## src/rtl/rf_writeback_pkg.sv

```systemverilog
package rf_writeback_pkg;

    localparam int RF_ADDRLEN  = 4;
    localparam int RF_DBUSLEN  = 32;
    localparam int RF_FLAGSLEN = 32;

    localparam logic [RF_FLAGSLEN-1:0] RF_MODE_USER = 'h10;

    localparam int RF_LDQ_DEPTH = 2;

    typedef enum logic [1:0] {
        WB_IDLE = 2'd0,
        WB_ALU  = 2'd1,
        WB_LOAD = 2'd2
    } wb_src_e;

endpackage

```

## src/rtl/rf_wb_ldq.sv

```systemverilog
// Load-return FIFO of {valid, addr, data}; ALU writes can kill matching entries,
// which then still occupy their slot and pop without writing.
module rf_wb_ldq
    import rf_writeback_pkg::*;
#(
    parameter int ADDRLEN = RF_ADDRLEN,
    parameter int DBUSLEN = RF_DBUSLEN,
    parameter int DEPTH   = RF_LDQ_DEPTH,
    localparam int PW     = $clog2(DEPTH),
    localparam int CW     = PW + 1
) (
    input  logic               sysclk,
    input  logic               nreset,
    input  logic               push,
    input  logic [ADDRLEN-1:0] push_addr,
    input  logic [DBUSLEN-1:0] push_data,
    input  logic               pop,
    input  logic               kill,
    input  logic [ADDRLEN-1:0] kill_addr,
    output logic [CW-1:0]      count,
    output logic               head_valid,
    output logic [ADDRLEN-1:0] head_addr,
    output logic [DBUSLEN-1:0] head_data,
    output logic               kill_hit
);

    logic [DEPTH-1:0]   ent_valid;
    logic [DEPTH-1:0]   valid_next;
    logic [DEPTH-1:0]   kill_match;
    logic [ADDRLEN-1:0] ent_addr [DEPTH];
    logic [DBUSLEN-1:0] ent_data [DEPTH];
    logic [PW-1:0]      rd_ptr;
    logic [PW-1:0]      wr_ptr;

    always_comb begin
        kill_match = '0;
        for (int i = 0; i < DEPTH; i++) begin
            kill_match[i] = ent_valid[i] && (ent_addr[i] == kill_addr);
        end
    end

    assign kill_hit   = kill && (|kill_match);
    assign head_valid = ent_valid[rd_ptr];
    assign head_addr  = ent_addr[rd_ptr];
    assign head_data  = ent_data[rd_ptr];

    // Free slots always hold valid=0, so a kill only ever touches live entries.
    always_comb begin
        valid_next = ent_valid;
        if (kill) begin
            valid_next = valid_next & ~kill_match;
        end
        if (pop) begin
            valid_next[rd_ptr] = 1'b0;
        end
        if (push) begin
            valid_next[wr_ptr] = 1'b1;
        end
    end

    always_ff @(posedge sysclk or negedge nreset) begin
        if (!nreset) begin
            ent_valid <= '0;
            rd_ptr    <= '0;
            wr_ptr    <= '0;
            count     <= '0;
        end else begin
            ent_valid <= valid_next;
            if (pop) begin
                rd_ptr <= rd_ptr + PW'(1);
            end
            if (push) begin
                wr_ptr <= wr_ptr + PW'(1);
            end
            count <= count + CW'(push) - CW'(pop);
        end
    end

    always_ff @(posedge sysclk) begin
        if (push) begin
            ent_addr[wr_ptr] <= push_addr;
            ent_data[wr_ptr] <= push_data;
        end
    end

endmodule

```

## src/rtl/rf_writeback.sv

```systemverilog
// Register-file write-back: ALU results take the write port first, queued load
// returns fill idle edges, and a scoreboard tracks registers with loads in flight.
module rf_writeback
    import rf_writeback_pkg::*;
#(
    parameter int ADDRLEN   = RF_ADDRLEN,
    parameter int DBUSLEN   = RF_DBUSLEN,
    parameter int FLAGSLEN  = RF_FLAGSLEN,
    parameter int LDQ_DEPTH = RF_LDQ_DEPTH,
    localparam int NREG     = 1 << ADDRLEN,
    localparam int CW       = $clog2(LDQ_DEPTH) + 1
) (
    input  logic                sysclk,
    input  logic                nreset,
    input  logic                alu_valid,
    input  logic [ADDRLEN-1:0]  alu_addr,
    input  logic [DBUSLEN-1:0]  alu_data,
    input  logic [FLAGSLEN-1:0] alu_flags,
    input  logic                alu_load_flags,
    input  logic                ld_valid,
    input  logic [ADDRLEN-1:0]  ld_addr,
    input  logic [DBUSLEN-1:0]  ld_data,
    output logic                ld_ready,
    input  logic                issue_ld,
    input  logic [ADDRLEN-1:0]  issue_addr,
    output logic [NREG-1:0]     pending_mask,
    output logic [ADDRLEN-1:0]  RF_Addr_Write,
    output logic [DBUSLEN-1:0]  RF_Bus_Write,
    output logic                RF_Load_Write,
    output logic [FLAGSLEN-1:0] RF_Flags_Write,
    output logic                RF_Load_Flags
);

    logic               rdy_en;
    logic               q_push;
    logic               q_pop;
    logic [CW-1:0]      q_count;
    logic               q_head_valid;
    logic [ADDRLEN-1:0] q_head_addr;
    logic [DBUSLEN-1:0] q_head_data;
    logic               q_kill_hit;
    wb_src_e            wb_src;
    logic [NREG-1:0]    pend_set;
    logic [NREG-1:0]    pend_clr;
    logic [NREG-1:0]    pend_next;

    // rdy_en keeps ld_ready low through reset and the cycle it is released.
    assign ld_ready = rdy_en && (q_count < CW'(LDQ_DEPTH));
    assign q_push   = ld_valid && ld_ready;
    assign q_pop    = !alu_valid && (q_count != '0);

    rf_wb_ldq #(
        .ADDRLEN (ADDRLEN),
        .DBUSLEN (DBUSLEN),
        .DEPTH   (LDQ_DEPTH)
    ) u_ldq (
        .sysclk     (sysclk),
        .nreset     (nreset),
        .push       (q_push),
        .push_addr  (ld_addr),
        .push_data  (ld_data),
        .pop        (q_pop),
        .kill       (alu_valid),
        .kill_addr  (alu_addr),
        .count      (q_count),
        .head_valid (q_head_valid),
        .head_addr  (q_head_addr),
        .head_data  (q_head_data),
        .kill_hit   (q_kill_hit)
    );

    always_comb begin
        wb_src = WB_IDLE;
        if (alu_valid) begin
            wb_src = WB_ALU;
        end else if (q_pop && q_head_valid) begin
            wb_src = WB_LOAD;
        end
    end

    // A newly issued load outlives any clear aimed at the same register.
    always_comb begin
        pend_set = '0;
        pend_clr = '0;
        if (issue_ld) begin
            pend_set[issue_addr] = 1'b1;
        end
        if (wb_src == WB_LOAD) begin
            pend_clr[q_head_addr] = 1'b1;
        end
        if (q_kill_hit) begin
            pend_clr[alu_addr] = 1'b1;
        end
        pend_next = (pending_mask & ~pend_clr) | pend_set;
    end

    always_ff @(posedge sysclk or negedge nreset) begin
        if (!nreset) begin
            rdy_en       <= 1'b0;
            pending_mask <= '0;
        end else begin
            rdy_en       <= 1'b1;
            pending_mask <= pend_next;
        end
    end

    always_ff @(posedge sysclk or negedge nreset) begin
        if (!nreset) begin
            RF_Load_Write  <= 1'b0;
            RF_Addr_Write  <= '0;
            RF_Bus_Write   <= '0;
            RF_Load_Flags  <= 1'b0;
            RF_Flags_Write <= '0;
        end else begin
            case (wb_src)
                WB_ALU: begin
                    RF_Load_Write  <= 1'b1;
                    RF_Addr_Write  <= alu_addr;
                    RF_Bus_Write   <= alu_data;
                    RF_Load_Flags  <= alu_load_flags;
                    RF_Flags_Write <= alu_flags;
                end
                WB_LOAD: begin
                    RF_Load_Write  <= 1'b1;
                    RF_Addr_Write  <= q_head_addr;
                    RF_Bus_Write   <= q_head_data;
                    RF_Load_Flags  <= 1'b0;
                    RF_Flags_Write <= '0;
                end
                default: begin
                    RF_Load_Write  <= 1'b0;
                    RF_Addr_Write  <= '0;
                    RF_Bus_Write   <= '0;
                    RF_Load_Flags  <= 1'b0;
                    RF_Flags_Write <= '0;
                end
            endcase
        end
    end

endmodule
```

## config.mk

```make
export PLATFORM = sky130hd
export DESIGN_NAME = rf_writeback
export DESIGN_NICKNAME = d
export VERILOG_FILES = /design/src/rtl/rf_writeback_pkg.sv /design/src/rtl/rf_wb_ldq.sv /design/src/rtl/rf_writeback.sv
export SDC_FILE = /design/constraint.sdc
export NUM_CORES = 1
export LEC_CHECK = 0
export ABC_CLOCK_PERIOD_IN_PS = 6900
export BUFFER_PORTS_ARGS = -buffer_cell sky130_fd_sc_hd__buf_2
export CAP_MARGIN = 30
export CORE_ASPECT_RATIO = 0.8
export CORE_MARGIN = 3
export CORE_UTILIZATION = 51
export CTS_CLUSTER_DIAMETER = 30
export DETAILED_ROUTE_END_ITERATION = 8
export PLACE_DENSITY = 0.8
export SLEW_MARGIN = 20
export SYNTH_ARGS = -nofsm -noshare
export SYNTH_HDL_FRONTEND = slang
export SYNTH_HIERARCHICAL = 1
export SYNTH_SLANG_ARGS = --single-unit
```

## constraint.sdc

```tcl
create_clock -name sysclk -period 6.9 [get_ports sysclk]
set_input_delay 2.07 -clock sysclk [delete_from_list [all_inputs] [get_ports sysclk]]
set_output_delay 2.07 -clock sysclk [all_outputs]
set_load 0.005 [all_outputs]
```

==> summary.txt <==
Die
  – Ports: 201
  – Full die area: 13600 sq um
  – Core ar.: 11700 sq um
  – Die width: 130 um
  – Die Y: 105 um
  – Row count: 35
  – Initial Utilization: 0.532

Min path
  – Hold Path Cell Cnt: 2
  – HP Class: reg2reg

Yosys
  – Synth cell types: 39
  – Area of the mapped netlist: 6250 sq um
  – Post-synthesis sequential area ratio: 0.719
  – Avg Cell Area, Syn: 15.4 sq um
  – #FFs+latches synth: 165
  – Post-synthesis net count: 522
  – YS warnings: 6
  – Cells after Synth: 406

Critical path
  – Critical Path AT: 4.76 ns
  – WP data required: 7.19 ns
  – R2r setup slk: 4.21 ns
  – Crit path buf inv count: 2
  – CP max stage delay: 0.50 ns
  – Capturing element type of the critical path: register
  – Worst path cell trace: buf_2 > buf_4 > nand2_1 > nor4_1 > a22o_2 > or3b_1 > or3_1 > a32o_1
  – R2R cell count: 4
  – Critical path depth: 8
  – Slowest-stage cell, CP: buf_2
  – Setup CP Type: in2reg
  – Critical Path Source Type: input port
  – Delay-heaviest family, CP: simple AND/OR/NAND/NOR gates
  – Max FO, Critical Path: 45

Place
  – DP HPWL: 9790 um
  – Gpl congestion: 0.863
  – Port Buffers: 200
  – Placed Cells: 739
  – Dpl ws: 2.06 ns

Routing
  – Via density: 5.43
  – Routed Antenna Nets: 0
  – WL/cell: 18.1 um
  – DR vias: 4195
  – Initial DRC count: 320
  – Routed WL: 14000 um
  – Drt first pass iters: 6
  – Residual DRC: 0

GRT
  – M2 GR Usage: 0.344
  – Initial antenna violation count: 0
  – Grt ovf: 0
  – Number of global-route vias before repair: 4385
  – GRT Total Usage: 0.208
  – First-pass GRT wire length: 21700 um
  – GRT busiest layer: met2
  – Met3 Track Usage GR: 0.0501
  – Largest net degree at the start of global routing: 51
  – M1 GR Usage: 0.260

CTS
  – CTS tree: done
  – Worst-path clk slew: 0.06 ns
  – Clock buffer depth: 2
  – Num CTS Buffers: 17
  – Clock sinks: 165
  – Buffer type at the clock tree root: clkbuf_16
  – Post-CTS Setup Bufs: 0
  – H-tree levels: 4
  – Clk_lat worst skew: 0.41 ns
  – Cts repair resizes: 0
  – Hold-fix buffers, CTS: 0

Timing
  – Final setup margin: 2.43 ns
  – Final slew viol count: 0
  – Slew margin rel.: 0.357
  – Post-layout min period: 4.47 ns
  – Setup violators final: 0
  – Hold Fails Final Rpt: 0
  – Fin Setup TNS: 0 ns
  – Least-Margin Pin Slew: 0.965 ns
  – Setup Skew: 0.00890 ns
  – Final period utilization: 0.648
  – Fmax: 224 MHz
  – RSZ-0062 raised after global routing: no
  – Hold slack: 0.546 ns

Power and ir drop
  – Worst VDD drop: 0.196 mV
  – Pwr dens: 349 nW/um^2
  – Leakage dissipation: 3.55 nW

Layout
  – Fraction of layout cells with a size suffix above 1: 0.442
  – Post-layout nets: 727
  – Layout area overhead: 28.8%
  – Ant diodes: 0
  – Post-Layout Cell Count: 772

Run status
  – Outcome: completed

Run
  – Max-cap violations: 0
worst reg2reg max path, cell delays in order, from the launching register on:
cell     delay, ns
dfrtp_2       0.99
mux2_2        0.48
or2b_1        0.31
or4b_1        0.52
a32o_1        0.27
synthesized netlist by cell type:
cell       n  area [sq um]
nand2_1   10          37.5
nand3b_1   4          30.0
a32o_1     2          20.0
xnor2_1    3          26.3
dfrtp_1   93          2330
o21bai_4   1          18.8
nand2b_1   8          50.1
nor3b_1    1          7.51
nand3_1    3          15.0
o22ai_1   10          62.6
buf_2      8          40.0
xor2_1     6          52.6
clkbuf_1   9          33.8
o32ai_1    3          26.3
inv_1      9          33.8
nor4b_2    1          15.0
o21ai_0   19          95.1
buf_6      1          11.3
edfxtp_1  72          2160
nor2b_1    2          12.5
or3_1      2          12.5
a22o_2     1          10.0
or2_2      2          12.5
a22o_1    36           315
o31ai_1    2          15.0
nor2_1     3          11.3
nor4b_1    2          17.5
and2_1    35           219
mux2_2    34           383
or4b_1     1          10.0
o21bai_1   2          15.0
nand4_1    1          6.26
ha_1       2          25.0
nor4_1    13          81.3
conb_1     1          3.75
or3b_1     1          8.76
or2b_1     1          7.51
nor2_2     1          6.26
a222oi_1   1          10.0
layout make-up:
type | instances | area [sq um]
multi-input combinational | 214 | 1650
inverter | 9 | 33.8
fill | 841 | 3690
tap | 148 | 185
clock buffer | 25 | 539
clock inverter | 7 | 78.8
sequential | 165 | 4490
timing repair buffer | 204 | 1070
per-stage QoR:
step                      instance area, sq um  power (mW)   util
after detailed placement                  7410        1.87  0.631
after global routing                      8050        2.94  0.686
after CTS                                 8030        2.83  0.684
after global placement                    7380        1.84  0.629
after floorplan                           6250        1.63      -
final                                     8050        2.81  0.686
cell usage in the layout, fill, tap and decap left out, types with 8 or more instances in the layout:
cell | Yosys | routed
buf_2 | 8 | 199
dfrtp_1 | 93 | 92
edfxtp_1 | 72 | 72
a22o_1 | 36 | 36
and2_1 | 35 | 34
mux2_2 | 34 | 34
clkbuf_16 | 0 | 20
o21ai_0 | 19 | 19
nor4_1 | 13 | 13
nand2_1 | 10 | 10
o22ai_1 | 10 | 10
inv_1 | 9 | 9
nand2b_1 | 8 | 8
worst paths after layout:
check | from | endpoint
min in group asynchronous | nreset | RF_Flags_Write[26]$_DFF_PN0_
worst max-delay path | alu_valid | pending_mask[0]$_DFF_PN0_
worst max register to register | u_ldq/rd_ptr$_DFFE_PN0P_ | pending_mask[1]$_DFF_PN0_
worst min-delay path | pending_mask[4]$_DFF_PN0_ | pending_mask[4]$_DFF_PN0_
max in group asynchronous | nreset | RF_Flags_Write[19]$_DFF_PN0_
worst min register to register | pending_mask[4]$_DFF_PN0_ | pending_mask[4]$_DFF_PN0_
kinds of logic after synthesis:
kind of cell / share of synthesized area
simple gates: 0.0897
mux: 0.0613
buf+inv: 0.0190
flops: 0.719
fa+ha+maj: 0.00400
xor+xnor: 0.0126
compound gates: 0.0941
other cells: 0.000600
state kept, by name, indices dropped and copies added, names as in the netlist, 2 cells and up:
| signal | flops |
|---|---|
| u_ldq/ent_data | 64 |
| RF_Bus_Write | 32 |
| RF_Flags_Write | 32 |
| pending_mask | 16 |
| u_ldq/ent_addr | 8 |
| RF_Addr_Write | 4 |
| u_ldq/count | 2 |
| u_ldq/ent_valid | 2 |
per-layer routing:
metal / wire length [um] / share of wire / vias up
met2: 6840 / 0.49 / 244
met1: 5550 / 0.40 / 1987
li1: - / - / 1928
met5: 0 / 0 / -
met4: 356 / 0.025 / 0
met3: 1220 / 0.087 / 36
power by group:
group	switching [mW]	internal [mW]	total [mW]	leakage, nW
sequential	0.111	1.18	1.29	1.80
combinational	0.287	0.276	0.563	1.45
clock	0.367	0.586	0.953	0.301
No activity file was read; power rests on OpenSTA's default activity.
